### src/rtl/phy_pkg.sv
`default_nettype none
// ============================================================================
// Module      : phy_pkg
// Description : Shared PHY link constants and state encoding (TX and RX).
// Revision    : 1.0 - initial release
// ============================================================================
package phy_pkg;

    localparam int         c_byte_w = 8;
    localparam logic [7:0] c_com    = 8'hBC;
    localparam logic [7:0] c_idl    = 8'h7C;

    typedef enum logic [1:0] {
        HUNT   = 2'd0,
        ALIGN  = 2'd1,
        LOCKED = 2'd2
    } phy_state_t;

endpackage
`default_nettype wire

### src/rtl/rx_deser.sv
`default_nettype none
// ============================================================================
// Module      : rx_deser
// Description : Serial shift register, bit counter and byte-boundary detect.
// Revision    : 1.0 - initial release
// ============================================================================
module rx_deser
    import phy_pkg::*;
(
    input  logic                clk_32f,
    input  logic                reset,
    input  logic                i_data,
    input  logic                i_hold,
    output logic [c_byte_w-1:0] o_nxt,
    output logic                o_boundary
);

    // Only the low seven bits are ever reused, so the MSB is not stored.
    logic [c_byte_w-2:0] r_sr;
    logic [2:0]          r_bit_cnt;

    assign o_nxt      = {r_sr, i_data};
    assign o_boundary = (r_bit_cnt == 3'd7);

    always_ff @(posedge clk_32f or negedge reset) begin
        if (!reset) begin
            r_sr      <= '0;
            r_bit_cnt <= 3'd0;
        end else begin
            r_sr      <= o_nxt[c_byte_w-2:0];
            r_bit_cnt <= i_hold ? 3'd0 : r_bit_cnt + 3'd1;
        end
    end

endmodule
`default_nettype wire

### src/rtl/serial_paralelo_rx.sv
`default_nettype none
// ============================================================================
// Module      : serial_paralelo_rx
// Description : PHY receive deserializer with COM alignment and lock FSM.
//               Optional COM_CNT_EN adds a saturating locked-COM counter.
// Revision    : 1.0 - initial release
// ============================================================================
module serial_paralelo_rx
    import phy_pkg::*;
#(
    parameter logic [7:0] COM    = c_com,
    parameter logic [7:0] IDL    = c_idl,
    parameter int         LOCK_N = 4
) (
    input  logic       clk_32f,
    input  logic       reset,
    input  logic       data_in,
`ifdef COM_CNT_EN
    output logic [7:0] com_count,
`endif
    output logic [7:0] data_out,
    output logic       valid_out,
    output logic       byte_stb,
    output logic       active,
    output logic       IDLE_OUT
);

    localparam logic [4:0] c_lock_n = 5'(LOCK_N);

    phy_state_t    r_state, w_state_nxt;
    logic [3:0]    r_lock_cnt, w_lock_cnt_nxt;
    logic [4:0]    w_lock_inc;
    logic [7:0]    w_nxt;
    logic          w_boundary;
    logic          w_is_com;
    logic          w_capture;
    logic          w_b_ctrl;

    logic [7:0]    r_b;
    logic          r_b_pend;
    logic [7:0]    r_data_out;
    logic          r_valid_out;
    logic          r_byte_stb;
    logic          r_active;
    logic          r_idle_out;

    rx_deser u_deser (
        .clk_32f    (clk_32f),
        .reset      (reset),
        .i_data     (data_in),
        .i_hold     (r_state == HUNT),
        .o_nxt      (w_nxt),
        .o_boundary (w_boundary)
    );

    assign w_is_com   = (w_nxt == COM);
    assign w_lock_inc = {1'b0, r_lock_cnt} + 5'd1;
    assign w_capture  = (r_state == LOCKED) && w_boundary;
    assign w_b_ctrl   = (r_b == COM) || (r_b == IDL);

    always_ff @(posedge clk_32f or negedge reset) begin
        if (!reset) begin
            r_state    <= HUNT;
            r_lock_cnt <= 4'd0;
        end else begin
            r_state    <= w_state_nxt;
            r_lock_cnt <= w_lock_cnt_nxt;
        end
    end

    always_comb begin
        w_state_nxt    = r_state;
        w_lock_cnt_nxt = r_lock_cnt;
        case (r_state)
            HUNT: begin
                if (w_is_com) begin
                    w_state_nxt    = ALIGN;
                    w_lock_cnt_nxt = 4'd1;
                end
            end
            ALIGN: begin
                if (w_boundary) begin
                    if (w_is_com) begin
                        w_lock_cnt_nxt = w_lock_inc[3:0];
                        if (w_lock_inc == c_lock_n)
                            w_state_nxt = LOCKED;
                    end else begin
                        w_state_nxt    = HUNT;
                        w_lock_cnt_nxt = 4'd0;
                    end
                end
            end
            LOCKED: begin
                w_state_nxt = LOCKED;
            end
            default: begin
                w_state_nxt    = HUNT;
                w_lock_cnt_nxt = 4'd0;
            end
        endcase
    end

    // Byte captured at the boundary, presented one edge later.
    always_ff @(posedge clk_32f or negedge reset) begin
        if (!reset) begin
            r_b         <= 8'd0;
            r_b_pend    <= 1'b0;
            r_data_out  <= 8'd0;
            r_valid_out <= 1'b0;
            r_byte_stb  <= 1'b0;
            r_active    <= 1'b0;
            r_idle_out  <= 1'b0;
        end else begin
            r_b_pend    <= w_capture;
            if (w_capture)
                r_b <= w_nxt;
            r_byte_stb  <= r_b_pend;
            r_valid_out <= r_b_pend && !w_b_ctrl;
            if (r_b_pend && !w_b_ctrl)
                r_data_out <= r_b;
            if (r_b_pend)
                r_idle_out <= (r_b == IDL);
            r_active    <= (r_state == LOCKED);
        end
    end

`ifdef COM_CNT_EN
    logic [7:0] r_com_count;

    always_ff @(posedge clk_32f or negedge reset) begin
        if (!reset)
            r_com_count <= 8'd0;
        else if (r_b_pend && (r_b == COM) && (r_com_count != 8'hFF))
            r_com_count <= r_com_count + 8'd1;
    end

    assign com_count = r_com_count;
`endif

    assign data_out  = r_data_out;
    assign valid_out = r_valid_out;
    assign byte_stb  = r_byte_stb;
    assign active    = r_active;
    assign IDLE_OUT  = r_idle_out;

endmodule
`default_nettype wire

### config.mk
export PLATFORM = sky130hd
export DESIGN_NAME = serial_paralelo_rx
export DESIGN_NICKNAME = d
export VERILOG_FILES = /design/src/rtl/phy_pkg.sv /design/src/rtl/rx_deser.sv /design/src/rtl/serial_paralelo_rx.sv
export SDC_FILE = /design/constraint.sdc
export NUM_CORES = 1
export LEC_CHECK = 0
export BUFFER_PORTS_ARGS = -buffer_cell sky130_fd_sc_hd__buf_2
export CORE_MARGIN = 2
export CORE_UTILIZATION = 57
export DETAILED_ROUTE_END_ITERATION = 8
export GPL_TIMING_DRIVEN = 0
export PLACE_DENSITY = 0.77
export SETUP_SLACK_MARGIN = 0.5
export SLEW_MARGIN = 20
export SYNTH_ARGS = -nofsm -noshare
export SYNTH_HDL_FRONTEND = slang
export SYNTH_SLANG_ARGS = --single-unit
### constraint.sdc
create_clock -name clk_32f -period 2.2 [get_ports clk_32f]
set_clock_uncertainty 0.15 [all_clocks]
set_input_delay 0.33 -clock clk_32f [delete_from_list [all_inputs] [get_ports clk_32f]]
set_output_delay 0.33 -clock clk_32f [all_outputs]
set_load 0.005 [all_outputs]
== Word level (Yosys, flattened, before mapping) ==
Cells that the tools add are included.
Storage, ports and cells
  register bits: 37
  logic and storage cells: 41
Cells by class
  add/subtract/negate cells: 2
  equality and inequality tests: 10
  mux-type cells: 10
  bitwise logic cells: 1
  reduce and logical (&&, ||, !) cells: 7
Operators by type and width (count)
  $eq A8 B8 Y1 const B: 2
  $mux W4: 3
  $pmux W4 S3: 1
  $eq A8 B7 Y1 const B: 1
  $mux W2: 4
  $pmux W2 S3: 1
  $reduce_and A3 Y1: 2
  $add A4 B1 Y5 const B: 1
  $eq A5 B3 Y1 const B: 1
  $ne A2 B2 Y1 const B: 2
  $add A3 B1 Y3 const B: 1
  $eq A3 B3 Y1 const B: 1
  $mux W3: 1
  $ne A3 B3 Y1 const B: 1
  $eq A2 B1 Y1 const B: 1
  $eq A2 B2 Y1 const B: 1
  $logic_and A1 B1 Y1: 2
  $logic_not A2 Y1: 1
  $logic_not A1 Y1: 1
  $logic_or A1 B1 Y1: 1
  $not A1 Y1: 1

== Depth between registers and ports, before layout ==
  depth in word-level cells: 6
  mapped depth: 6
  mapped depth without buffers: 5

== Cells and area by module ==
A second synthesis with hierarchy kept.
Second synthesis, totals
  cells, all modules: 131
  area, all modules: 1644.1 µm²
Modules (own cells, without submodules)
  serial_paralelo_rx: times used 1, cells each 115, area each 1345.0 µm², seq. area each 675.6 µm²
  rx_deser: times used 1, cells each 16, area each 299.0 µm², seq. area each 250.2 µm²

== Worst setup path after synthesis ==
Ideal clock, no wire load.
  path kind: register -> register
  from: register u_deser.r_bit_cnt[0]
  to: register r_b[0]
  setup time: 0.125 ns
  data arrival time: 1.482 ns
  required time: 1.925 ns
  path slack: 0.443 ns
  stages on the path, launching flop included: 6
  buffers on the path: 1
  clock period less this slack: 1.757 ns
  cell sequence: dfrtp_1 -> ha_1 -> ha_1 -> clkbuf_1 -> nand2_1 -> mux2_2
On the way
  longest elaborated chain between the ends: 2
RTL lines
  start, declared: RTL line rx_deser.sv:20  | logic [2:0] r_bit_cnt;
  start signal, assigned: RTL line rx_deser.sv:31  | r_bit_cnt <= i_hold ? 3'd0 : r_bit_cnt + 3'd1;
  $eq A3 B3 Y1: RTL line rx_deser.sv:23  | assign o_boundary = (r_bit_cnt == 3'd7);
  $logic_and A1 B1 Y1: RTL line serial_paralelo_rx.sv:58  | assign w_capture = (r_state == LOCKED) && w_boundary;
  end signal, assigned: RTL line serial_paralelo_rx.sv:116  | r_b <= w_nxt;
  end, declared: RTL line serial_paralelo_rx.sv:39  | logic [7:0] r_b;
Every way passes these cells.
A chain may end at the register's enable or synchronous reset.

== Worst setup path in the final report ==
  from: register r_b[0]
  to: register r_data_out[3], in the netlist data_out[3]
On the way
  longest elaborated chain between the ends: 4
  elaborated cells on any way between the ends: 5
  those cells by class: 2 x eq/ne; 3 x reduce/logical
RTL lines
  $eq A8 B8 Y1 / $eq A8 B7 Y1 (equally long branches): RTL line serial_paralelo_rx.sv:59  | assign w_b_ctrl = (r_b == COM) || (r_b == IDL);
  $logic_or A1 B1 Y1 (*): RTL line serial_paralelo_rx.sv:59
  $logic_not A1 Y1 (*): RTL line serial_paralelo_rx.sv:119  | if (r_b_pend && !w_b_ctrl)
  $logic_and A1 B1 Y1 (*): RTL line serial_paralelo_rx.sv:119
  end signal, assigned: RTL line serial_paralelo_rx.sv:120  | r_data_out <= r_b;
  end, declared: RTL line serial_paralelo_rx.sv:41  | logic [7:0] r_data_out;
Every way passes the cells marked *; elsewhere a longest branch is shown, timed or not.

==> flow_summary.toml <==
[pwr]
totalPowerFinal_mw = 1.35
p_per_area_nw_per_um2 = 703
internal-power_mw = 1.03
swShare_pct = 23.7
p_comb_share_pct = 7.4
power_frac_clock_pct = 37.0
power_switching_mw = 0.320
seqPwrFrac_pct = 55.6
leakagePower_nw = 0.941
vdd_ir_drop_max_uv = 511

[sta]
setup_viol = 0
tightest_slew_ns = 0.778
holdWs_ns = 0.0934
max_slew_margin_pct = 48.1
fin_tns_setup_ns = 0
maxSlewViolCount = 0
fin_crit_sh_pct = 74.9
finalHoldViolCount = 0
max_freq_mhz = 607
rsz0062_at_grt = "true"
min_period_ns = 1.65

[floorplan]
dieArea_sq_um = 3320
dieHeight_microns = 57.6
core_area_sq_um = 2730
rows = 19
initial_core_util_pct = 60.0
pin_count = 15
die_w_microns = 57.6

[synthesis]
synth_top_family_by_area = "simple AND/OR/NAND/NOR gates"
yosys.area_share.simple_pct = 17.1
synthMuxAreaShare_pct = 9.38
ys.flop_type = "dfrtp_1"
synth-xor-area-share_pct = 0.534
yosysTopAreaCellShare_pct = 56.4
syn_avg_cell_area_sq_um = 12.3
synth_seq_cells = 37
synth_cell_types = 38
synth_edf_count = 0
synth_cells = 133
async_reset_ff_share_pct = 100
synthAdderAreaFrac_pct = 2.29
yosys_warnings = 0
syn-cell-area_sq_um = 1640
synth_nets = 139
yosysSeqAreaShare_pct = 56.4
synth_compound_area_share_pct = 10.5
synth_area_leaders = "dfrtp_1 56%, mux2_2 7.6%, nand4_1 2.7%"
yosys.area.top_type = "dfrtp_1"

[finish]
final_util_pct = 70.2
multiInputGateArea_sq_um = 696
area_delta_synth_final_pct = 17.0
seq_area_sq_um = 926
nets = 164
diodes = 0
drive_gt1_share_pct = 28.3
n_fill_cell = 201

[worst_setup_path]
cp_cell_sequence = "nand4bb_4 > o31ai_4 > mux2_2"
critPathCaptureType = "register"
path_max_fanout = 4
cp_data_required_time_ns = 2.29
cp_slowest_cell = "dfrtp_1"
worstSetupPathType = "register to register"
crit_path_max_incr_delay_ns = 0.43
critical_path_arrival_ns = 1.73
start_kind = "register"

[flow_run]
cap_violations = 0

[status]
outcome = "finished, final reports clean"

[cts]
htreeDepth = 2
cts.sinks = 37
clkLatencyLatePin_ns = 0.35
cts_tree = "yes"
clockBufferDepth = 2
cts_root_buffer = "clkbuf_4"
clkTransAtPathRegs_ns = 0.11
numCtsBuffers = 5

[drt]
drc = 0
wirelength_microns = 2980
drt_iter0_drc = 44
dr.pass1.iters = 4
vias = 1161
avgViaCountPerCell = 6.11
ant_nets = 0
wl_per_cell_microns = 15.7

[placement]
place.gp.congestion = 0.865
port_buffers = 14
dp_hpwl_microns = 1920

[global_routing]
grtUsageTotal_pct = 19.6
antenna_found_initial = 0
grt_max_degree = 38
grt_remaining_overflow = 0
grt_pass1_wl_microns = 4890
first_global_vias = 1147

[hold_path]
hold_path_class = "input pin to register"
cell usage after synthesis (3+ instances only):
cell type and n:
clkbuf_1 6, dfrtp_1 37, ha_1 3, inv_1 8
mux2_2 11, mux2i_1 3, nand2_1 5, nand4_1 7
nor2_1 7, nor2b_1 6, nor3b_1 3, nor4bb_1 3
per-stage QoR:
stage,area [sq um],setup slack (ns),cells
detailed placement,1750,0.367,178
global placement,1750,0.395,178
global route,1920,0.477,190
CTS,1880,0.520,189
floorplan,1640,0.526,133
finish,1920,0.553,190
worst paths after layout:
kind                              endpoint             from  depth (start not counted)  slack, ns
hold reg to reg            u_deser.r_sr[5]  u_deser.r_sr[4]                          0       0.25
hold / removal                      r_b[0]          data_in                          2       0.09
min in group asynchronous      data_out[4]            reset                          2       0.43
setup / recovery               data_out[3]           r_b[0]                          3       0.55
max in group asynchronous    r_lock_cnt[1]            reset                          2       0.97
setup reg to reg               data_out[3]           r_b[0]                          3       0.55
power groups by stage:
stage / registers, mW / logic (mW) / clock network [mW]
finish: 0.750 / 0.0995 / 0.500
global route: 0.755 / 0.119 / 0.526
CTS: 0.747 / 0.0991 / 0.503
detailed placement: 0.760 / 0.0959 / 0
global placement: 0.757 / 0.0926 / 0
floorplan: 0.748 / 0.0700 / 0
worst max-delay path: cells and delay by family (launching register included):
family | cells | cell delay (ns)
flops | 1 | 0.43
mux | 1 | 0.38
compound gates | 1 | 0.32
simple gates | 1 | 0.27
state kept, by name, indices dropped and copies added (netlist names):
register           cells
u_deser.r_bit_cnt      3
active                 1
r_b_pend               1
u_deser.r_sr           7
r_state                2
r_b                    8
byte_stb               1
data_out               8
r_lock_cnt             4
valid_out              1
IDLE_OUT               1
final cells by class:
type	count	area share, %
sequential	37	48.2
multi-input combinational	81	36.2
timing repair buffer	17	5.08
clock buffer	7	2.87
buffer	8	2.41
tap	31	2.02
clock inverter	1	1.56
inverter	8	1.56
cell usage in the layout, fill, tap and decap left out, drive strengths merged, types with 2 or more instances in the layout:
| master | netlist | layout |
|---|---|---|
| nor2 | 7 | 7 |
| a21oi | 2 | 2 |
| a211o | 2 | 2 |
| a22o | 2 | 2 |
| inv | 8 | 8 |
| dlygate4sd3 | 0 | 2 |
| ha | 3 | 3 |
| nand4bb | 2 | 2 |
| a22oi | 2 | 2 |
| nand2 | 5 | 6 |
| nor3b | 3 | 3 |
| dfrtp | 37 | 37 |
| nor4bb | 3 | 3 |
| nand4 | 7 | 7 |
| a32o | 2 | 2 |
| mux2i | 3 | 3 |
| clkbuf | 6 | 12 |
| buf | 2 | 18 |
| nor2b | 6 | 6 |
| nand4b | 2 | 2 |
| mux2 | 11 | 11 |
cell families after synthesis:
group                    after synthesis
AND/OR/NAND/NOR                       42
flip-flops                            37
AO/OA/AOI/OAI                         20
buffers and inverters                 16
multiplexers                          14
adder cells (fa/ha/maj)                3
XOR/XNOR                               1
layer usage:
metal | GRT usage [%] | wire (microns)
met2 | 33.8 | 1540
met1 | 21.6 | 1240
met3 | 4.24 | 106
met4 | 13.0 | 97
met5 | 0 | 0
repair_timing:
item / 4_1_cts / 5_1_grt
setup endpoints to repair: 12 / 14
endpoints found under the hold margin: 38 / 0
gates cloned: 1 / 0
pin swaps: 2 / 1
gates resized for setup: 5 / 7
hold buffers: 2 / 0
setup buffers: 0 / 1
No activity file was read; power rests on OpenSTA's default activity.
